==> config.mk <==
export PLATFORM = sky130hd
export DESIGN_NAME = pio_event_master
export DESIGN_NICKNAME = d
export VERILOG_FILES = /design/src/rtl/pio_event_master.sv
export SDC_FILE = /design/constraint.sdc
export NUM_CORES = 1
export LEC_CHECK = 0
export CAP_MARGIN = 30
export CORE_MARGIN = 4
export CORE_UTILIZATION = 56
export DETAILED_ROUTE_END_ITERATION = 12
export DONT_BUFFER_PORTS = 1
export GPL_TIMING_DRIVEN = 0
export PLACE_DENSITY = 0.86
export SYNTH_ARGS = -nofsm -noshare
export SYNTH_HDL_FRONTEND = slang
export SYNTH_SLANG_ARGS = --single-unit
==> constraint.sdc <==
create_clock -name clk -period 2.1 [get_ports clk]
set_input_delay 0.42 -clock clk [delete_from_list [all_inputs] [get_ports clk]]
set_output_delay 0.42 -clock clk [all_outputs]
set_load 0.1 [all_outputs]
==> src/rtl/pio_event_master.sv <==
// Avalon-MM master for an edge-capturing PIO slave: programs its IRQ mask, then on
// each IRQ reads/clears edge capture, reads the live level and queues {edges, level}.
module pio_event_master #(
  parameter int               WIDTH    = 2,
  parameter logic [WIDTH-1:0] IRQ_MASK = 2'b11,
  parameter int               DEPTH    = 4
) (
  input  logic             clk,
  input  logic             reset,
  input  logic             enable,
  input  logic             irq,
  output logic [1:0]       avm_address,
  output logic             avm_chipselect,
  output logic             avm_write_n,
  output logic [31:0]      avm_writedata,
  input  logic [31:0]      avm_readdata,
  output logic             evt_valid,
  input  logic             evt_ready,
  output logic [WIDTH-1:0] evt_edges,
  output logic [WIDTH-1:0] evt_level,
  output logic             overflow,
  output logic [7:0]       drop_count,
  output logic [2:0]       fsm_state
);

  localparam int AW = $clog2(DEPTH);
  localparam logic [AW:0] FULL_CNT = (AW+1)'(DEPTH);

  localparam logic [2:0] S_INIT     = 3'd0;
  localparam logic [2:0] S_IDLE     = 3'd1;
  localparam logic [2:0] S_RD_EDGE  = 3'd2;
  localparam logic [2:0] S_CLR_EDGE = 3'd3;
  localparam logic [2:0] S_RD_DATA  = 3'd4;
  localparam logic [2:0] S_CAP_DATA = 3'd5;

  logic [2:0]         state;
  logic [WIDTH-1:0]   edge_reg;
  logic [2*WIDTH-1:0] mem [DEPTH];
  logic [AW-1:0]      wr_ptr;
  logic [AW-1:0]      rd_ptr;
  logic [AW:0]        count;

  logic push_req;
  logic pop;
  logic full;
  logic push_ok;
  logic drop;
  logic unused_rd;

  assign unused_rd = ^avm_readdata[31:WIDTH];
  assign fsm_state = state;

  // Bus outputs decode straight from state; reset forces them idle so an aborted
  // sequence issues no further cycles.
  always_comb begin
    avm_chipselect = 1'b0;
    avm_write_n    = 1'b1;
    avm_address    = 2'd0;
    avm_writedata  = 32'd0;
    if (!reset) begin
      case (state)
        S_INIT: begin
          avm_chipselect = 1'b1;
          avm_write_n    = 1'b0;
          avm_address    = 2'd2;
          avm_writedata  = {{(32-WIDTH){1'b0}}, IRQ_MASK};
        end
        S_RD_EDGE: begin
          avm_chipselect = 1'b1;
          avm_address    = 2'd3;
        end
        S_CLR_EDGE: begin
          avm_chipselect = 1'b1;
          avm_write_n    = 1'b0;
          avm_address    = 2'd3;
        end
        S_RD_DATA: begin
          avm_chipselect = 1'b1;
          avm_address    = 2'd0;
        end
        default: ;
      endcase
    end
  end

  always_ff @(posedge clk) begin
    if (reset) begin
      state    <= S_INIT;
      edge_reg <= '0;
    end else begin
      case (state)
        S_INIT:     state <= S_IDLE;
        S_IDLE:     if (irq && enable) state <= S_RD_EDGE;
        S_RD_EDGE:  state <= S_CLR_EDGE;
        S_CLR_EDGE: begin
          edge_reg <= avm_readdata[WIDTH-1:0];
          state    <= S_RD_DATA;
        end
        S_RD_DATA:  state <= S_CAP_DATA;
        S_CAP_DATA: state <= S_IDLE;
        default:    state <= S_INIT;
      endcase
    end
  end

  // A zero edge value means a spurious IRQ: neither pushed nor counted as a drop.
  assign push_req = (state == S_CAP_DATA) && (edge_reg != '0);
  assign evt_valid = (count != '0);
  assign pop      = evt_valid && evt_ready;
  assign full     = (count == FULL_CNT);
  assign push_ok  = push_req && (!full || pop);
  assign drop     = push_req && full && !pop;

  assign evt_edges = mem[rd_ptr][2*WIDTH-1:WIDTH];
  assign evt_level = mem[rd_ptr][WIDTH-1:0];

  always_ff @(posedge clk) begin
    if (push_ok) mem[wr_ptr] <= {edge_reg, avm_readdata[WIDTH-1:0]};
  end

  always_ff @(posedge clk) begin
    if (reset) begin
      wr_ptr     <= '0;
      rd_ptr     <= '0;
      count      <= '0;
      overflow   <= 1'b0;
      drop_count <= 8'd0;
    end else begin
      if (push_ok) wr_ptr <= wr_ptr + 1'b1;
      if (pop)     rd_ptr <= rd_ptr + 1'b1;
      if (push_ok && !pop)      count <= count + 1'b1;
      else if (pop && !push_ok) count <= count - 1'b1;
      if (drop) begin
        overflow <= 1'b1;
        if (drop_count != 8'hff) drop_count <= drop_count + 8'd1;
      end
    end
  end

endmodule
## Yosys cells after proc, flatten, opt, wreduce, memory -nomap -nowiden

Memories as Yosys holds them, arrays and structs flattened. A register that Yosys moved wholly into a read port is not among the register bits.
Cells that the tools add are included.

| storage, ports and cells | value |
|---|---|
| register bits | 21 |
| memory bits (writable) | 16 |
| input bits | 37 |
| output and inout bits | 53 |
| word-level logic and storage cells | 58 |
| memories | 1 |

Memories:

| name | words | bits a word | rd ports | clocked after memory_dff | write ports | RTL line | text |
|---|---|---|---|---|---|---|---|
| mem | 4 | 4 | 1 | 1 | 1 | 38 | `logic [2*WIDTH-1:0] mem [DEPTH];` |

| operators by class | value |
|---|---|
| $add $sub $neg | 5 |
| equality and inequality tests | 8 |
| mux-type cells | 16 |
| reduce and logical (&&, ||, !) cells | 21 |

Operators with widths:

| cell | number |
|---|---|
| $pmux W3 S5 | 1 |
| $mux W2 | 5 |
| $eq A3 B3 Y1 const B | 3 |
| $mux W3 | 3 |
| $add A8 B1 Y8 const B | 1 |
| $logic_and A1 B1 Y1 | 8 |
| $ne A8 B8 Y1 const B | 1 |
| $eq A3 B2 Y1 const B | 2 |
| $mux W1 | 6 |
| $reduce_or A2 Y1 | 3 |
| $add A2 B1 Y2 const B | 2 |
| $pmux W2 S2 | 1 |
| $reduce_bool A2 Y1 | 2 |
| $reduce_or A4 Y1 | 1 |
| $add A3 B1 Y3 const B | 1 |
| $eq A3 B1 Y1 const B | 1 |
| $logic_not A1 Y1 | 3 |
| $logic_not A3 Y1 | 1 |
| $reduce_bool A3 Y1 | 1 |
| $sub A3 B1 Y3 const B | 1 |
| $ne A2 B2 Y1 const B | 1 |
| $reduce_and A2 Y1 | 1 |
| $logic_or A1 B1 Y1 | 1 |

## Logic depth before layout (Yosys ltp)

| logic depth | value |
|---|---|
| depth in word-level cells | 8 |
| gate-level depth with buffers | 9 |
| mapped depth without buffers | 8 |

## Worst setup path after synthesis

OpenSTA, ideal clock, no wires.

| path | value |
|---|---|
| kind | register to output |
| start point | reg state[1] (netlist: fsm_state[1]) |
| end point | out avm_write_n |
| data arrival time | 5.762 ns |
| data required time | 1.680 ns |
| setup slack | -4.082 ns |
| stages on the path, launching flop included | 4 |
| buffers on the path | 0 |
| cell sequence | dfxtp_1 -> and2b_1 -> nor3_1 -> o21ai_0 |

| on the way | value |
|---|---|
| cells in the longest elaborated chain, start to end | 4 |
| elaborated cells on any way between the ends | 5 |
| those cells by class | eq/ne: 1; mux: 2; reduce/logical: 2 |

Ends and longest elaborated chain:

| what | RTL line | text |
|---|---|---|
| start, declared | 36 | `logic [2:0] state;` |
| start signal, assigned | 88 | `state <= S_INIT;` |
| start signal, assigned | 92 | `S_INIT: state <= S_IDLE;` |
| start signal, assigned | 93 | `S_IDLE: if (irq && enable) state <= S_RD_EDGE;` |
| $eq A3 B2 Y1 or $logic_not A3 Y1 (tied branches) | 61 | `case (state)` |
| $reduce_or A2 Y1 (no source line) (*) | n/a |  |
| $mux W1 (*) | 61 |  |
| $mux W1 (*) | 60 | `if (!reset) begin` |
| end, declared | 14 | `output logic avm_write_n,` |

Mark *: on every way between the ends. The rest lies on a longest branch, timed or not.

## Final worst setup path

| path | value |
|---|---|
| start point | reg state[1] (netlist: fsm_state[1]) |
| end point | out avm_address[0] |

| on the way | value |
|---|---|
| cells in the longest elaborated chain, start to end | 4 |
| elaborated cells on any way between the ends | 6 |
| those cells by class | eq/ne: 2; mux: 2; reduce/logical: 2 |

Ends and longest elaborated chain:

| what | RTL line | text |
|---|---|---|
| $eq A3 B2 Y1 | 61 |  |
| $reduce_or A2 Y1 (no source line) | n/a |  |
| $pmux W2 S2 (*) | 61 |  |
| $mux W2 (*) | 60 |  |
| end, declared | 12 | `output logic [1:0] avm_address,` |

Marked as above.

==> qor.csv <==
metric,value,unit
drt_wl_total,4090,um
ys_warn_count,0,
min_period,2.44,ns
cp_data_arrival_time,2.02,ns
max_freq,410,MHz
drt_iter0_markers,128,
syn_area,1950,sq um
clock_sinks,39,
viasPerCell,5.00,
slew_headroom,33.9,%
io_buffers,0,
clock_latency,0.36,ns
netlist-cell-type-count,39,
die_w,67.0,um
ys_ff_latch,39,
dieArea,4490,sq um
min-delay-path-class,input port to flop,
boundaryPins,90,
antenna_found_initial,0,
top_register,mem,
clock_path_buffers,2,
place_congestion,0.769,
vias,1391,
fin_skew,0.0119,ns
initial_core_util,58.0,%
rsz0062_at_grt,true,
drcViolationCount,0,
synth_edf_count,16,
reg_top3,"mem x16, drop_count x8",
seqCellArea,965,sq um
async_reset_ff_share,0,%
vdd_drop_max,1.06,mV
layout.nets,275,
avgRoutedWirePerCell,14.7,um
ff2ff_path_depth,8,
drv_slew,0,
synth_top_area_share,24.6,%
period_share,116,%
clock-root-buffer,clkbuf_4,
violations,setup timing,
crit_type,flop to output pin,
grt_max_degree,14,
drive_above_1_share,39.2,%
reg2reg_to,count[2]$_SDFFE_PP0P_,
hold_viol_final,0,
final.setup.tns,-1.07,ns
fill_cells,209,
setup_ws,-0.336,ns
multiInputGateArea,947,sq um
hp-start,avm_readdata[0],
largest_register_ffs,16,
syn_to_final_growth,34.0,%
cp-endpoint,avm_address[0],
critPathLaunch,fsm_state[1]$_SDFFE_PP0P_,
postLayoutCellArea,2620,sq um
regToRegSetupSlack,-0.23,ns
n_antenna_cell,0,
start_kind,flop,
synth-main-ff-cell,dfxtp_1,
numCtsBuffers,5,
grt_pass1_vias,1280,
grtUsageTotal,19.6,%
hpwlAfterDp,2790,um
crit_path_end_kind,output pin,
critical_path_required,1.68,ns
dpl-instance-area,2400,sq um
synth_cells,179,
first_pass_iters,4,
coreArea,3360,sq um
postSynthAreaPerCell,10.9,sq um
grt_overflow_total,0,
ctsHtreeMaxLevel,2,
leakagePower,1.06,nW
grt_pass1_wl,6240,um
p_per_area,961,nW/um^2
cp_max_fo,7,
r2r-start,fsm_state[0]$_SDFFE_PP0P_,
ant_nets,0,
worstMarginPinSlew,0.989,ns
synth-seq-area-share,48.2,%
die_y,67.0,um
clk_pin_slew,0.12,ns
run_status,"complete, but fails checks",
setup-violations-final,5,
synth_area_leaders,"edfxtp_1, dfxtp_1, buf_4, mux4_2, ha_1",
cts_tree,built,
rows,21,
synth_top_area_cell,edfxtp_1,
maxCapViolCount,0,
==> worst min-delay path by stage <==
| stage | endpoint | slack (ns) | cells past startpoint |
|---|---|---|---|
| 6_report | mem[3][0]$_DFFE_PP_ | 0.15 | 0 |
| 5_1_grt | mem[1][0]$_DFFE_PP_ | 0.12 | 0 |
| 4_1_cts | mem[3][0]$_DFFE_PP_ | 0.14 | 0 |
| 3_5_place_dp | count[2]$_SDFFE_PP0P_ | 0.50 | 2 |
| 3_3_place_gp | count[2]$_SDFFE_PP0P_ | 0.50 | 2 |
| 2_1_floorplan | count[2]$_SDFFE_PP0P_ | 0.47 | 2 |
==> Yosys cell counts (2+ instances only) <==
cell type / n
buf_4: 31
dfxtp_1: 23
edfxtp_1: 16
nor2_1: 16
a21oi_1: 9
inv_1: 7
ha_1: 6
clkbuf_1: 5
nand3_1: 5
and2_1: 4
mux2i_1: 4
mux4_2: 4
nand2_1: 4
or3_1: 4
xor2_1: 4
nor3_1: 3
nor4_1: 3
o21ai_0: 3
o31ai_1: 3
or4_1: 3
a211oi_1: 2
buf_2: 2
nand3b_1: 2
==> where the power goes <==
group	switching, mW	leakage [nW]	internal (mW)
sequential	0.102	0.336	0.837
clock	0.258	0.0452	0.250
combinational	0.794	0.683	0.272
total	1.15	1.06	1.36
==> repair_timing <==
action	in CTS	in global routing
buffers inserted	6	1
hold buffers	0	0
endpoints found under the setup margin	18	13
pin swaps	4	0
gates resized for setup	15	9
==> layout make-up <==
type | instances | share of cell area, %
Inverter | 7 | 1.15
Buffer | 37 | 11.4
Timing Repair Buffer | 17 | 9.04
Clock inverter | 3 | 1.67
Multi-Input combinational cell | 124 | 36.2
Clock buffer | 5 | 1.44
Sequential cell | 39 | 36.9
Tap cell | 46 | 2.20
==> through the flow <==
stage,power (mW),std cells,hold slack (ns),setup WS (ns),utilization [%]
after global routing,2.61,278,0.120,-0.377,77.8
after CTS,2.51,277,0.137,-0.337,76.6
final,2.51,278,0.146,-0.336,77.8
after detailed placement,1.96,264,0.505,-0.612,71.2
after floorplan,1.88,208,0.471,-0.474,-
after global placement,1.93,254,0.496,-0.535,65.9
==> layout by cell type (no fill, tap or decap), drive strengths merged, types with 2 or more instances in the layout <==
cell,count
a211oi,2
a21oi,9
and2,4
buf,49
clkbuf,10
clkinv,2
conb,30
dfxtp,23
edfxtp,16
ha,6
inv,6
mux2i,4
mux4,4
nand2,4
nand3,5
nand3b,2
nor2,16
nor3,3
nor4,3
o21ai,3
o31ai,3
or3,4
or4,3
xor2,4
==> critical path, cell delays in order (launching register included) <==
cell        delay, ns
dfxtp_4          0.62
clkinvlp_4       0.22
nor3_4           0.82
==> cells by family (layout without fill, tap and decap cells) <==
kind of cell / Yosys count / in the layout / synth area share [%]
mux: 9 / 9 / 7.24
fa+ha+maj: 7 / 7 / 4.87
buf+inv: 45 / 69 / 14.7
other cells: 1 / 30 / 0.192
xor+xnor: 5 / 5 / 2.24
flops: 39 / 39 / 48.2
compound gates: 22 / 22 / 7.12
simple gates: 51 / 51 / 15.4
==> metal layers <==
layer  routed length [um]  global-route usage, %  up-vias
met4                  176                   11.4        0
met3                  324                   5.73       18
met5                    0                      0        -
met2                 2150                   34.7       61
li1                     -                      -      678
met1                 1440                   20.3      634
(Power assumes the default switching activity.)
